### src/rtl/param_updown_counter.sv
// Parametrised up/down/step-down counter with load, registered wrap pulse (rco)
// and a combinational terminal-count lookahead (tc) for chaining stages.
module param_updown_counter #(
  parameter int unsigned WIDTH = 4,
  parameter int unsigned STEP  = 3
) (
  input  logic             clk,
  input  logic             reset,
  input  logic             enable,
  input  logic             cin,
  input  logic [1:0]       modo,
  input  logic [WIDTH-1:0] D,
  output logic [WIDTH-1:0] Q,
  output logic             rco,
  output logic             tc
);

  typedef enum logic [1:0] {
    MODE_UP   = 2'b00,
    MODE_DOWN = 2'b01,
    MODE_STEP = 2'b10,
    MODE_LOAD = 2'b11
  } mode_t;

  localparam logic [WIDTH:0] ONE_X  = (WIDTH+1)'(1);
  localparam logic [WIDTH:0] STEP_X = (WIDTH+1)'(STEP);

  mode_t          mode;
  logic [WIDTH:0] q_ext;
  logic [WIDTH:0] result;
  logic           wrap;

  assign mode  = mode_t'(modo);
  assign q_ext = {1'b0, Q};

  // One extra bit holds the carry (up) or borrow (down) that flags a wrap.
  always_comb begin
    result = q_ext;
    unique case (mode)
      MODE_UP:   result = q_ext + ONE_X;
      MODE_DOWN: result = q_ext - ONE_X;
      MODE_STEP: result = q_ext - STEP_X;
      MODE_LOAD: result = {1'b0, D};
    endcase
  end

  assign wrap = result[WIDTH];
  assign tc   = enable & cin & wrap & (mode != MODE_LOAD);

  always_ff @(posedge clk or posedge reset) begin
    if (reset) begin
      Q   <= '0;
      rco <= 1'b0;
    end else if (!enable) begin
      rco <= 1'b0;
    end else if (mode == MODE_LOAD) begin
      Q   <= D;
      rco <= 1'b1;
    end else if (cin) begin
      Q   <= result[WIDTH-1:0];
      rco <= wrap;
    end else begin
      rco <= 1'b0;
    end
  end

endmodule

### config.mk
export PLATFORM = sky130hd
export DESIGN_NAME = param_updown_counter
export DESIGN_NICKNAME = d
export VERILOG_FILES = /design/src/rtl/param_updown_counter.sv
export SDC_FILE = /design/constraint.sdc
export NUM_CORES = 1
export LEC_CHECK = 0
export CAP_MARGIN = 10
export CORE_AREA = 5 5 42 44
export DETAILED_ROUTE_END_ITERATION = 10
export DIE_AREA = 0 0 47 49
export PLACE_DENSITY_LB_ADDON = 0.3
export SLEW_MARGIN = 20
export SYNTH_ARGS = -nofsm -noshare
export SYNTH_HDL_FRONTEND = slang
export SYNTH_SLANG_ARGS = --single-unit
### constraint.sdc
create_clock -name clk -period 3.7 [get_ports clk]
set_clock_uncertainty 0.1 [all_clocks]
set_input_delay 0.555 -clock clk [delete_from_list [all_inputs] [get_ports clk]]
set_output_delay 0.555 -clock clk [all_outputs]
set_load 0.03 [all_outputs]
==> results.rst <==
.. list-table::
   :header-rows: 1

   * - Metric
     - Value
   * - Number of diodes added for antenna fixing
     - 0
   * - Filler Cell Count
     - 152
   * - Synth unique cells
     - 21
   * - TritonCTS buffer count
     - 3
   * - Routed wire length
     - 920 µm
   * - Maximum number of buffers from clock root to sink
     - 2
   * - Mean number of vias per cell
     - 4.68
   * - Core utilization of the finished layout
     - 41.6%
   * - Vias
     - 365
   * - Share of the clock period used by the worst path
     - 88.0%
   * - PD cells
     - 561 mW/mm²
   * - Arrival @ worst endpoint
     - 2.60 ns
   * - Post-synth EDFFs
     - 0
   * - CP top delay family
     - buffers and inverters
   * - Endpoint kind of the worst setup timing path
     - output port
   * - Cell row count
     - 14
   * - Final setup violation count
     - 0
   * - Fmax
     - 307 MHz
   * - Area added between synthesis and finish
     - 47.9%
   * - Result of the run
     - complete, no violations
   * - I/O pin count
     - 16
   * - Async set or reset register ratio after synthesis
     - 100%
   * - Clock root buffer
     - sky130_fd_sc_hd__clkbuf_4
   * - Total count of max-transition violations in the final report
     - 0
   * - Critical path, cell by cell
     - clkdlybuf4s50_1 > inv_1 > ha_1 > inv_1 > ha_1 > a21o_1 > a21oi_2 > xnor2_1 > and3_1 > buf_4
   * - Via count of the first global-routing pass
     - 385
   * - Pin count of the biggest net entering global routing
     - 11
   * - DIE AREA
     - 0.00230 mm²
   * - Die X-Extent
     - 47 µm
   * - RSZ-0062 raised after global routing
     - false
   * - Clock Pin Slew Worst Setup and Hold Paths
     - 0.04 ns
   * - Crit-path max cell delay
     - 0.48 ns
   * - Maximum capacitance violations
     - 0
   * - Last weighted congestion value of the routability-driven placer
     - 0.820
   * - Sequential area share after synthesis
     - 31.7%
   * - Highest-count cells in the layout ignoring fill and taps
     - sky130_fd_sc_hd__clkdlybuf4s50_1, sky130_fd_sc_hd__dfrtp_1, sky130_fd_sc_hd__ha_1
   * - Mean instance size in the synthesized netlist
     - 8.96 µm²
   * - Max FO, Critical Path
     - 4
   * - Average wire per cell in the routed design
     - 11.8 µm
   * - Number of H-tree levels
     - 1
   * - Insertion delay to the later sink of the worst-skew pair
     - 0.24 ns
   * - Leading cell type in the layout, fill and taps excluded
     - sky130_fd_sc_hd__clkdlybuf4s50_1
   * - Count of nets after finishing
     - 79
   * - Initial core utilization
     - 28.1%
   * - CTS hold repair buffers
     - 0
   * - Initial DRC Count
     - 4
   * - Placed instance count
     - 74
   * - Synthesized instance count
     - 44
   * - Post-route non-filler standard cell count
     - 78
   * - Standard cell core area
     - 0.00140 mm²
   * - Worst Tran Pin Value
     - 0.368 ns
   * - Worst slack at placement
     - 0.435 ns
   * - Total negative setup slack
     - 0 ns
   * - Area used by sequential logic in the layout
     - 125 µm²
   * - Prevailing post-synth register cell
     - sky130_fd_sc_hd__dfrtp_1
   * - Netlist Area Pre-Place
     - 394 µm²
   * - Layout cells sized above 1
     - 8.06%
   * - Final hold violation count
     - 0
   * - Critical path launch point type
     - input port
   * - Register bit count reported by yosys
     - 5
   * - Worst Path Buf+Inv
     - 4
   * - Area occupied by multi-input gates
     - 249 µm²
   * - Global-route wire length before repair
     - 1640 µm
   * - Number of gates resized after CTS
     - 0
   * - Leakage dissipation
     - 0.261 nW
   * - Number of antenna violations at the first check in global routing
     - 0
   * - Yosys synthesis warning count
     - 0
   * - Total congestion overflow
     - 0
   * - CTS tree
     - yes
   * - Shortest clock period the worst path allows after layout
     - 3.26 ns
   * - 1st-pass router iterations
     - 4
   * - # Post-CTS Setup Buffers
     - 0
   * - Slowest stage cell on the critical path
     - sky130_fd_sc_hd__clkdlybuf4s50_1
   * - Headroom to the max-slew limit
     - 75.4%
   * - Total Routing Usage GR
     - 9.62%
   * - Worst Slack Setup Final
     - 0.444 ns
   * - Detail Route Antenna Nets
     - 0
   * - Required time at the endpoint of the critical path
     - 3.04 ns
   * - Classification of the worst setup path
     - input port to output port
   * - Chip height
     - 49 µm
   * - Worst Hold Class
     - input port to asynchronous set/reset pin
   * - Max VDD drop
     - 285 µV
   * - Number of buffers inserted by port buffering
     - 15
   * - Total DRC errors in the routed layout
     - 0
   * - Sink Count
     - 5
   * - Net count after synthesis
     - 60
   * - Sum of net half-perimeters after detailed placement
     - 719 µm
-- cells in the mapped netlist, types with 2 or more instances --
| master | n | area (µm²) |
|---|---|---|
| sky130_fd_sc_hd__a21o_1 | 2 | 15.0 |
| sky130_fd_sc_hd__a21oi_1 | 4 | 20.0 |
| sky130_fd_sc_hd__dfrtp_1 | 5 | 125 |
| sky130_fd_sc_hd__ha_1 | 5 | 62.6 |
| sky130_fd_sc_hd__inv_1 | 4 | 15.0 |
| sky130_fd_sc_hd__nand2_1 | 4 | 15.0 |
| sky130_fd_sc_hd__nor2_1 | 2 | 7.51 |
| sky130_fd_sc_hd__o21ai_0 | 2 | 10.0 |
| sky130_fd_sc_hd__o22ai_1 | 3 | 18.8 |
| sky130_fd_sc_hd__xnor2_1 | 2 | 17.5 |
-- final cells by class --
class,count,area share (%)
repair buffers,15,25.3
flip-flops and latches,5,21.5
multi-input cells,34,42.7
well taps,16,3.43
inverters,4,2.58
clock buffers,4,4.51
-- kinds of logic (layout without fill, tap and decap cells) --
group / count (synthesis) / in the layout / synth area share (%)
xor gates and xnor gates: 3 / 3 / 6.67
buffers and inverters: 5 / 23 / 5.08
adders and majority gates: 6 / 6 / 21.0
and+or+nand+nor: 10 / 10 / 11.7
AOI/OAI and AO/OA: 15 / 15 / 23.8
DFF: 5 / 5 / 31.7
-- metal layers --
layer	GRT usage, %	vias to the layer above	wire, µm
met1	12.9	160	427
met5	0	-	0
met3	5.90	0	85
li1	-	193	-
met2	14.0	12	406
met4	0	0	0
-- through the flow --
step | instance area, µm² | hold WS [ns] | power [mW]
5_1_grt | 583 | 0.423 | 0.356
3_5_place_dp | 557 | 0.482 | 0.265
2_1_floorplan | 394 | 0.234 | 0.207
3_3_place_gp | 557 | 0.479 | 0.265
6_report | 583 | 0.408 | 0.327
4_1_cts | 583 | 0.410 | 0.332
-- final timing paths --
kind | startpoint | end | slack (ns) | depth (start not counted)
worst max-delay path | modo[1] | tc | 0.44 | 10
worst min-delay path | reset | Q[3] | 0.41 | 2
worst max register to register | Q[0] | rco | 1.99 | 5
worst min register to register | Q[2] | Q[2] | 0.49 | 2
max in group asynchronous | reset | rco | 2.92 | 2
min in group clk | Q[2] | Q[2] | 0.49 | 2
-- where the power goes --
part	internal (mW)	switching [mW]	total [mW]
Clock	0.0408	0.0225	0.0633
Sequential	0.0703	0.0163	0.0865
Combinational	0.0854	0.0917	0.177
Total	0.196	0.130	0.327
-- flip-flops by register name (all words and copies together) (netlist names) --
name and flops:
Q 4, rco 1
Note: power is estimated with default switching activity, not from simulation.
==> RTL change (same flow settings) <==
Change the parameter `WIDTH` from 4 to 5.
--- a/src/rtl/param_updown_counter.sv
+++ b/src/rtl/param_updown_counter.sv
@@ -2,5 +2,5 @@
 // and a combinational terminal-count lookahead (tc) for chaining stages.
 module param_updown_counter #(
-  parameter int unsigned WIDTH = 4,
+  parameter int unsigned WIDTH = 5,
   parameter int unsigned STEP  = 3
 ) (
Interface: changed (resized D and Q); port bits go from 16 to 18. The function was not compared with the original's and may differ.
==> RTL change against the unedited design <==
Synthesized cell count is 25% higher; maximum frequency is 0.93% lower; utilization is 8.3 points higher; register-to-register slack worse by 0.05 ns; sequential cell count is 1 higher; synthesized area is 26% higher; non-clock buffer count is 2 higher; setup slack worse by 0.031 ns; design area is 20% higher; die area stayed put; global-route usage is 2.4 points higher; routed wire length is 26% higher; total power is 23% higher.
==> RTL change: results <==
metrics = {
    "run_status": {
        "status": "completed",
    },
    "clock_tree": {
        "numCtsBuffers": 3,
        "clk_latency_ns": 0.24,
        "post_cts_buffers": 0,
        "ctsResizeCount": 0,
        "h-tree-depth": 1,
        "cts_root_buf": "clkbuf_4",
    },
    "critical_path": {
        "cp_slowest_cell": "clkdlybuf4s50_1",
        "worst-endpoint-arrival_ns": 2.63,
        "max_stage_delay_ns": 0.48,
        "path_max_fanout": 5,
        "crit_family": "buffers and inverters",
    },
    "synth": {
        "synth_cell_types": 24,
        "synthXorXnorAreaFrac_pct": 5.28,
        "synth-seq-area-share_pct": 30.2,
        "synth_fa_ha_area_share_pct": 19.1,
        "synthMuxAreaShare_pct": 2.01,
        "async_reset_ff_share_pct": 100,
        "synth_area_leaders": "dfrtp_1 30%, ha_1 15%, a21oi_1 6.0%",
        "synth_compound_area_share_pct": 24.4,
        "synth_nets": 73,
        "yosys_warnings": 0,
        "yosys-top-cells-count": "6 x a21oi_1, 6 x dfrtp_1, 6 x ha_1, 6 x nand2_1",
    },
    "power_and_ir_drop": {
        "leakage_nw": 0.323,
        "ir_worst_vdd_v": 0.000286,
    },
    "worst_hold_path": {
        "hold_path_class": "input pin to async pin",
    },
    "drt": {
        "avgRoutedWirePerCell_um": 13.0,
        "drt_iter0_markers": 6,
        "wl_met2_um": 578,
        "wl_met3_um": 101,
        "top_layer": "met3",
        "vias": 475,
        "first_pass_iters": 4,
        "wl_met1_um": 480,
    },
    "timing": {
        "slew_headroom_pct": 78.2,
    },
    "placed_design": {
        "io_buffers": 17,
        "post_dp_cell_area_um2": 677,
        "gp_congestion": 0.776,
        "dp.final_hpwl_um": 927,
    },
    "cells_and_area": {
        "filler_cell_count": 154,
        "nets": 93,
        "top_regs": "Q: 5 flops, rco: 1 flops",
        "drive_above_1_share_pct": 8.22,
        "diodes": 0,
    },
    "grt": {
        "grt_pass1_vias": 501,
        "grt_usage_pct": 12.1,
        "antenna_found_initial": 0,
        "grt_first_pass_wirelength_um": 2020,
        "grt_max_degree": 10,
    },
}
RTL change: routing by layer:
layer | vias to the layer above | global-route usage, %
li1 | 239 | -
met1 | 221 | 14.4
met2 | 15 | 19.2
met3 | 0 | 7.01
met4 | 0 | 0.922
met5 | - | 0
RTL change: worst register-to-register path, stage by stage, from the launching register on:
cell     delay (ns)
dfrtp_1        0.40
ha_1           0.36
a21oi_1        0.14
nand2_1        0.11
or4_1          0.47
nand3_1        0.11
RTL change: logic make-up after synthesis:
family | count (synthesis)
buffers and inverters | 5
adders and majority gates | 7
DFF | 6
AOI/OAI and AO/OA | 18
xor gates and xnor gates | 3
muxes | 1
and+or+nand+nor | 15
RTL change: area by class of cell:
type / instances / area, um^2 / area share [%]
Multi-Input combinational cell: 44 / 328 / 46.9
Tap cell: 16 / 20.0 / 2.86
Sequential cell: 6 / 150 / 21.5
Clock buffer: 3 / 22.5 / 3.22
Timing Repair Buffer: 17 / 168 / 24.0
Inverter: 3 / 11.3 / 1.61
RTL change: path summary, 6_finish.rpt:
path / to / depth (start not counted) / startpoint / slack [ns]
worst max-delay path: tc / 10 / modo[1] / 0.41
worst min-delay path: rco$_DFF_PP0_ / 2 / reset / 0.43
worst max register to register: rco$_DFF_PP0_ / 5 / Q[4]$_DFFE_PP0P_ / 1.94
worst min register to register: Q[2]$_DFFE_PP0P_ / 2 / Q[2]$_DFFE_PP0P_ / 0.50
max in group asynchronous: Q[2]$_DFFE_PP0P_ / 2 / reset / 2.88
min in group clk: Q[2]$_DFFE_PP0P_ / 2 / Q[2]$_DFFE_PP0P_ / 0.50
RTL change: report_power, final:
| part | total [mW] | internal (mW) | switching, mW |
|---|---|---|---|
| Sequential | 0.106 | 0.0858 | 0.0198 |
| Combinational | 0.238 | 0.110 | 0.128 |
| Clock | 0.0578 | 0.0365 | 0.0213 |
RTL change: per-stage QoR:
| stage | hold WS (ns) | setup slack [ns] | utilization, % | std cells |
|---|---|---|---|---|
| after floorplan | 0.246 | 1.07 | - | 55 |
| after CTS | 0.435 | 0.414 | 49.9 | 89 |
| after detailed placement | 0.497 | 0.424 | 48.3 | 86 |
| final | 0.430 | 0.414 | 49.9 | 89 |
| after global routing | 0.463 | 0.249 | 49.9 | 89 |
| after global placement | 0.491 | 0.450 | 48.3 | 86 |
